==> config.mk <==
export PLATFORM = sky130hd
export DESIGN_NAME = pipe_stage_buf
export DESIGN_NICKNAME = d
export VERILOG_FILES = /design/src/rtl/pipe_stage_buf.sv
export SDC_FILE = /design/constraint.sdc
export NUM_CORES = 1
export LEC_CHECK = 0
export CORE_MARGIN = 10
export CORE_UTILIZATION = 40
export DETAILED_ROUTE_END_ITERATION = 10
export GPL_ROUTABILITY_DRIVEN = 0
export GPL_TIMING_DRIVEN = 1
export PLACE_DENSITY_LB_ADDON = 0.25
export REMOVE_ABC_BUFFERS = 1
export SLEW_MARGIN = 20
export SYNTH_ARGS = -nofsm -noshare
export SYNTH_HDL_FRONTEND = slang
export SYNTH_SLANG_ARGS = --single-unit
==> constraint.sdc <==
create_clock -name clk -period 17.04 [get_ports clk]
set_input_delay 3.408 -clock clk [delete_from_list [all_inputs] [get_ports clk]]
set_output_delay 3.408 -clock clk [all_outputs]
set_load 0.02 [all_outputs]
==> src/rtl/pipe_stage_buf.sv <==
// Pipeline split register with valid/ready handshake and a 2-entry skid buffer.
// Flush drops all held and offered ops and clears the side-effect control bits in KILL_MASK.
module pipe_stage_buf #(
   parameter int unsigned          DBITS      = 32,
   parameter int unsigned          CTRL_BITS  = 4,
   parameter int unsigned          DATA_WORDS = 4,
   parameter logic [CTRL_BITS-1:0] KILL_MASK  = 4'b1010
) (
   input  logic                        clk,
   input  logic                        reset,
   input  logic                        in_valid,
   output logic                        in_ready,
   input  logic [CTRL_BITS-1:0]        in_ctrl,
   input  logic [DATA_WORDS*DBITS-1:0] in_data,
   input  logic                        flush,
   output logic                        out_valid,
   input  logic                        out_ready,
   output logic [CTRL_BITS-1:0]        out_ctrl,
   output logic [DATA_WORDS*DBITS-1:0] out_data,
   output logic [1:0]                  occupancy
);

   localparam int unsigned DW = DATA_WORDS * DBITS;

   typedef enum logic [1:0] {S_EMPTY, S_ONE, S_TWO} state_t;

   state_t                r_state;
   logic                  r_out_valid;
   logic                  r_in_ready;
   logic [1:0]            r_occ;
   logic [CTRL_BITS-1:0]  r_main_ctrl;
   logic [DW-1:0]         r_main_data;
   logic [CTRL_BITS-1:0]  r_skid_ctrl;
   logic [DW-1:0]         r_skid_data;

   logic w_accept;
   logic w_emit;

   assign w_accept = in_valid & r_in_ready;
   assign w_emit   = r_out_valid & out_ready;

   always_ff @(posedge clk or posedge reset) begin
      if (reset) begin
         r_state     <= S_EMPTY;
         r_out_valid <= 1'b0;
         r_in_ready  <= 1'b1;
         r_occ       <= 2'd0;
         r_main_ctrl <= '0;
         r_main_data <= '0;
         r_skid_ctrl <= '0;
         r_skid_data <= '0;
      end else if (flush) begin
         // Data words are left in place; only the side-effect bits must die.
         r_state     <= S_EMPTY;
         r_out_valid <= 1'b0;
         r_in_ready  <= 1'b1;
         r_occ       <= 2'd0;
         r_main_ctrl <= r_main_ctrl & ~KILL_MASK;
         r_skid_ctrl <= r_skid_ctrl & ~KILL_MASK;
      end else begin
         case (r_state)
            S_EMPTY: begin
               if (w_accept) begin
                  r_main_ctrl <= in_ctrl;
                  r_main_data <= in_data;
                  r_out_valid <= 1'b1;
                  r_occ       <= 2'd1;
                  r_state     <= S_ONE;
               end
            end
            S_ONE: begin
               if (w_accept && w_emit) begin
                  r_main_ctrl <= in_ctrl;
                  r_main_data <= in_data;
               end else if (w_accept) begin
                  r_skid_ctrl <= in_ctrl;
                  r_skid_data <= in_data;
                  r_in_ready  <= 1'b0;
                  r_occ       <= 2'd2;
                  r_state     <= S_TWO;
               end else if (w_emit) begin
                  r_main_ctrl <= r_main_ctrl & ~KILL_MASK;
                  r_out_valid <= 1'b0;
                  r_occ       <= 2'd0;
                  r_state     <= S_EMPTY;
               end
            end
            S_TWO: begin
               if (w_emit) begin
                  r_main_ctrl <= r_skid_ctrl;
                  r_main_data <= r_skid_data;
                  r_in_ready  <= 1'b1;
                  r_occ       <= 2'd1;
                  r_state     <= S_ONE;
               end
            end
            default: begin
               r_state     <= S_EMPTY;
               r_out_valid <= 1'b0;
               r_in_ready  <= 1'b1;
               r_occ       <= 2'd0;
            end
         endcase
      end
   end

   assign in_ready  = r_in_ready;
   assign out_valid = r_out_valid;
   assign out_ctrl  = r_main_ctrl;
   assign out_data  = r_main_data;
   assign occupancy = r_occ;

endmodule

# After elaboration in Yosys (flattened, before gate mapping)
# Index checks and enable logic that the tools add are counted.
[totals] elab_cells=76 ff_bits=268 output_inout_bits=136 in_bits=137
[classes] muxes=33 eq_ne=17 bitwise=4 n_reduce_logical=13
[op_table] operator="$mux W128" count=3
[op_table] operator="$pmux W128 S3" count=1
[op_table] operator="$mux W4" count=10
[op_table] operator="$ne A3 B3 Y1 const B" count=6
[op_table] operator="$reduce_and A5 Y1" count=3
[op_table] operator="$mux W2" count=6
[op_table] operator="$ne A2 B2 Y1 const B" count=6
[op_table] operator="$ne A4 B4 Y1 const B" count=3
[op_table] operator="$pmux W4 S3" count=1
[op_table] operator="$reduce_and A4 Y1" count=3
[op_table] operator="$mux W1" count=9
[op_table] operator="$pmux W1 S3" count=2
[op_table] operator="$pmux W2 S3" count=1
[op_table] operator="$reduce_bool A2 Y1" count=2
[op_table] operator="$reduce_bool A4 Y1" count=1
[op_table] operator="$reduce_and A3 Y1" count=1
[op_table] operator="$reduce_bool A3 Y1" count=1
[op_table] operator="$and A1 B1 Y1" count=2
[op_table] operator="$eq A2 B1 Y1 const B" count=1
[op_table] operator="$eq A2 B2 Y1 const B" count=1
[op_table] operator="$logic_not A2 Y1" count=1
[op_table] operator="$not A1 Y1" count=2
[op_table] operator="$logic_and A1 B1 Y1" count=1

# Depth between registers and ports, before layout
[depth] ltp_word=6 depth_mapped=8 depth_no_buf=6

# Worst setup path after synthesis
# OpenSTA, ideal clock, no wires.
[synth_path] path_kind="input port to flip-flop" from="input out_ready" to="register r_main_ctrl[0] (netlist: out_ctrl[0])" stages=7 setup_ns=0.125 n_path_buf=3 setup_slack_ns=12.002 t_arrival_ns=4.913 required_time_ns=16.915 path_cell_list="nand2_2 -> a22o_1 -> or4_1 -> clkbuf_1 -> buf_6 -> buf_6 -> mux2_4"
[synth_via] elab_chain_len=4 word_cells_on_any_way=7 classes_between="2 x eq/ne; 2 x mux; 1 x bitwise; 2 x reduce/logical"
[synth_lines] element="start: declaration" line="17" source="input logic out_ready,"
[synth_lines] element="$and A1 B1 Y1 *" line="40" source="assign w_emit = r_out_valid & out_ready;"
[synth_lines] element="$logic_and A1 B1 Y1" line="72" source="if (w_accept && w_emit) begin"
[synth_lines] element="$ne A2 B2 Y1 (no line) / $mux W4 (equally long branches)"
[synth_lines] element="$reduce_and A5 Y1 (no line) / $pmux W4 S3 (equally long branches)"
[synth_lines] element="end signal: assignment" line="58" source="r_main_ctrl <= r_main_ctrl & ~KILL_MASK;"
[synth_lines] element="end signal: assignment" line="73" source="r_main_ctrl <= in_ctrl;"
[synth_lines] element="end signal: assignment" line="82" source="r_main_ctrl <= r_main_ctrl & ~KILL_MASK;"
[synth_lines] element="end: declaration" line="31" source="logic [CTRL_BITS-1:0] r_main_ctrl;"
# Mark *: on every way between the ends. The rest lies on a longest branch, timed or not.
# A chain may end at the register's enable or synchronous reset.

# Worst setup path after layout
[layout_path] from="input in_valid" to="register r_main_ctrl[2] (netlist: out_ctrl[2])"
[layout_via] elab_chain_len=4 word_cells_on_any_way=7 classes_between="2 x eq/ne; 2 x mux; 1 x bitwise; 2 x reduce/logical"
[layout_lines] element="start: declaration" line="11" source="input logic in_valid,"
[layout_lines] element="$and A1 B1 Y1 *" line="39" source="assign w_accept = in_valid & r_in_ready;"
[layout_lines] element="$logic_and A1 B1 Y1" line="72"
[layout_lines] element="$ne A2 B2 Y1 (no line) / $mux W4 (equally long branches)"
[layout_lines] element="$reduce_and A5 Y1 (no line) / $pmux W4 S3 (equally long branches)"
[layout_lines] element="end signal: assignment" line="73"
[layout_lines] element="end signal: assignment" line="82"
[layout_lines] element="end signal: assignment" line="90" source="r_main_ctrl <= r_skid_ctrl;"
# Marks and branches as above.

==> run metrics <==
Max Slew Vio Count 0; Yosys warning count 0; violation count after the first detailed-route iteration 284; Yosys top cell area share 55.39%; setup TNS 0 ns; CTS buffer count 30; path depth of the worst reg2reg path 6; # clock sinks 268; Starting Density 40.59%; top-level I/O count 273; post-route clock period utilization 34.78%; hold buffers post-CTS 0; FP Rows 63; syn_area_per_cell 16.08 um^2; FF-to-FF Start occupancy[0]; R2R Setup Slk 13.80 ns; Antenna Violating Nets Remaining 0; die width 193.7 um; Mapped Area 12060 um^2; Worst EP required 17.47 ns; unrepaired setup endpoints after global routing no; CTS max path bufs 3; CTS tree done; vias per inst 4.895; Core ar. 29720 um^2; crit end category flip-flop; GRT overflow 0; pwr dens 187.4 nW/um^2; hold slack 0.4980 ns; largest net degree at the start of global routing 127; slew margin rel. 34.22%; final setup violation count 0; H-tree Lvls 1; CTS resizes 0; Peak VDD IR 0.0001083 V; ys async rst share 100.0%; die area 37500 um^2; GRT Total Usage 14.58%; r2r endpoint out_ctrl[2]; slowest CP cell buf_4; WHS Path Cells 1; post-synthesis sequential area ratio 55.61%; number of global-route vias before repair 7723; CP Class input pin to flip-flop; most common cell in the netlist mux2_2; DP Wirelength 18.66 mm; skew final 0.004371 ns; status complete, no violations; Worst Hold Endpoint r_skid_data[63]; most frequent cells after synthesis mux2_2 (289), dfrtp_1 (267), mux2_4 (100), clkbuf_1 (16), buf_2 (13); number of post-CTS setup repair buffers 0; Total Routed Length 28.17 mm; share of post-route cells with drive strength above 1 43.56%; WL per Instance 19.67 um; hold crit path type flip-flop to flip-flop; clk slew on worst S/H paths 0.06 ns; 1st-pass router iterations 4; maxcap violations 0; drt drc 0; synth top area cells dfrtp_1 (55%), mux2_2 (27%), mux2_4 (12%); #FFs+latches synth 268; Main synth FF type dfrtp_1; Worst Tran Pin Value 0.9866 ns; first-pass GRT wire length 45.35 mm; nets@finish 1158; EDFF count, synth 0; hold path start r_skid_data[63]; startpoint types input pin; Pleak 6.929 nW; Worst-Skew Late Latency 0.54 ns; Final Hold Vio Count 0; maximum fanout along the worst path 51; synth unique cells 33; Mapped Cells 750; DIE HEIGHT 193.7 um; crit-path max cell delay 0.83 ns; I/O Buffers 272; Final Critical Period 5.927 ns; Worst Path Arrival 6.35 ns; CTS Root Buffer Type clkbuf_16; Peak Freq 168.7 MHz; crit-path cells clkdlybuf4s50_1 > nand2_1 > a22o_1 > or4_4 > buf_4 > mux2_2; leading area contributor after synthesis dfrtp_1; Area Growth Syn to Fin 33.74%; via count 7009; antenna violations before repair 2
cell families after synthesis:
logic type / synth area share [%]
DFF: 55.61
muxes: 39.60
AOI/OAI and AO/OA: 1.276
buffers and inverters: 2.376
adders and majority gates: 0.4150
and+or+nand+nor: 0.7263
cell type report:
type	count	area [um^2]
diodes	2	5.005
clock buffers	47	935.9
clock inverters	8	95.09
fillers	2517	13590
inverters	5	26.28
multi-input cells	432	5091
flip-flops and latches	268	6708
well taps	390	488.0
repair buffers	280	2783
registers in the layout, summed over array words and instances, names as in the netlist:
signal       cells
out_data       128
r_skid_data    128
out_ctrl         4
r_skid_ctrl      4
occupancy        2
in_ready         1
out_valid        1
layout by cell type, fill, tap and decap left out, drive strengths merged, types with 2 or more instances in the layout:
cell type,netlist,routed
mux2,389,389
clkdlybuf4s50,0,272
dfrtp,267,267
clkbuf,16,47
buf,29,8
nor2,5,5
inv,5,5
clkinv,0,4
ha,4,4
nand3,3,3
a211oi,3,3
nand2,3,3
diode,0,2
mux2i,2,2
o21ai,2,2
a32o,2,2
a22oi,2,2
a32oi,2,2
o22ai,2,2
a211o,2,2
bufinv,0,2
clkinvlp,0,2
metrics by stage:
stage / setup WS [ns] / std cells / utilization (%) / area, um^2 / power [mW]
after floorplan: 6.252 / 705 / - / 11790 / 1.925
after global placement: 10.46 / 1375 / 50.80 / 15100 / 2.363
after detailed placement: 10.52 / 1375 / 50.80 / 15100 / 2.388
after CTS: 11.08 / 1430 / 54.27 / 16130 / 3.067
after global routing: 10.75 / 1430 / 54.27 / 16130 / 3.193
final: 11.11 / 1432 / 54.28 / 16130 / 3.023
metal layers:
layer	vias to the layer above	GRT usage, %	share of wire, %
met5	-	0	0.046
met4	2	2.861	1.4
met3	37	5.169	7.7
met2	199	22.04	44
met1	3531	19.77	47
li1	3240	-	-
how the worst max path moves through the flow:
stage | startpoint | endpoint | slack [ns] | cells past startpoint
5_1_grt | reset | out_data[28] | 10.75 | 4
3_5_place_dp | reset | out_data[32] | 10.52 | 4
4_1_cts | reset | out_data[67] | 11.08 | 4
3_3_place_gp | reset | r_skid_data[32] | 10.46 | 4
6_report | in_valid | out_ctrl[2] | 11.11 | 6
2_1_floorplan | reset | occupancy[0] | 6.25 | 1
where the power goes:
group	internal (mW)	switching, mW
clock	0.404	0.255
combinational	0.720	0.510
sequential	0.957	0.175
total	2.08	0.941
critical path: cells and delay by family:
family	cells	cell delay [ns]
mux	1	0.42
simple gates	2	0.86
compound gates	1	0.20
buf+inv	2	1.33
No activity file was read; power rests on OpenSTA's default activity.
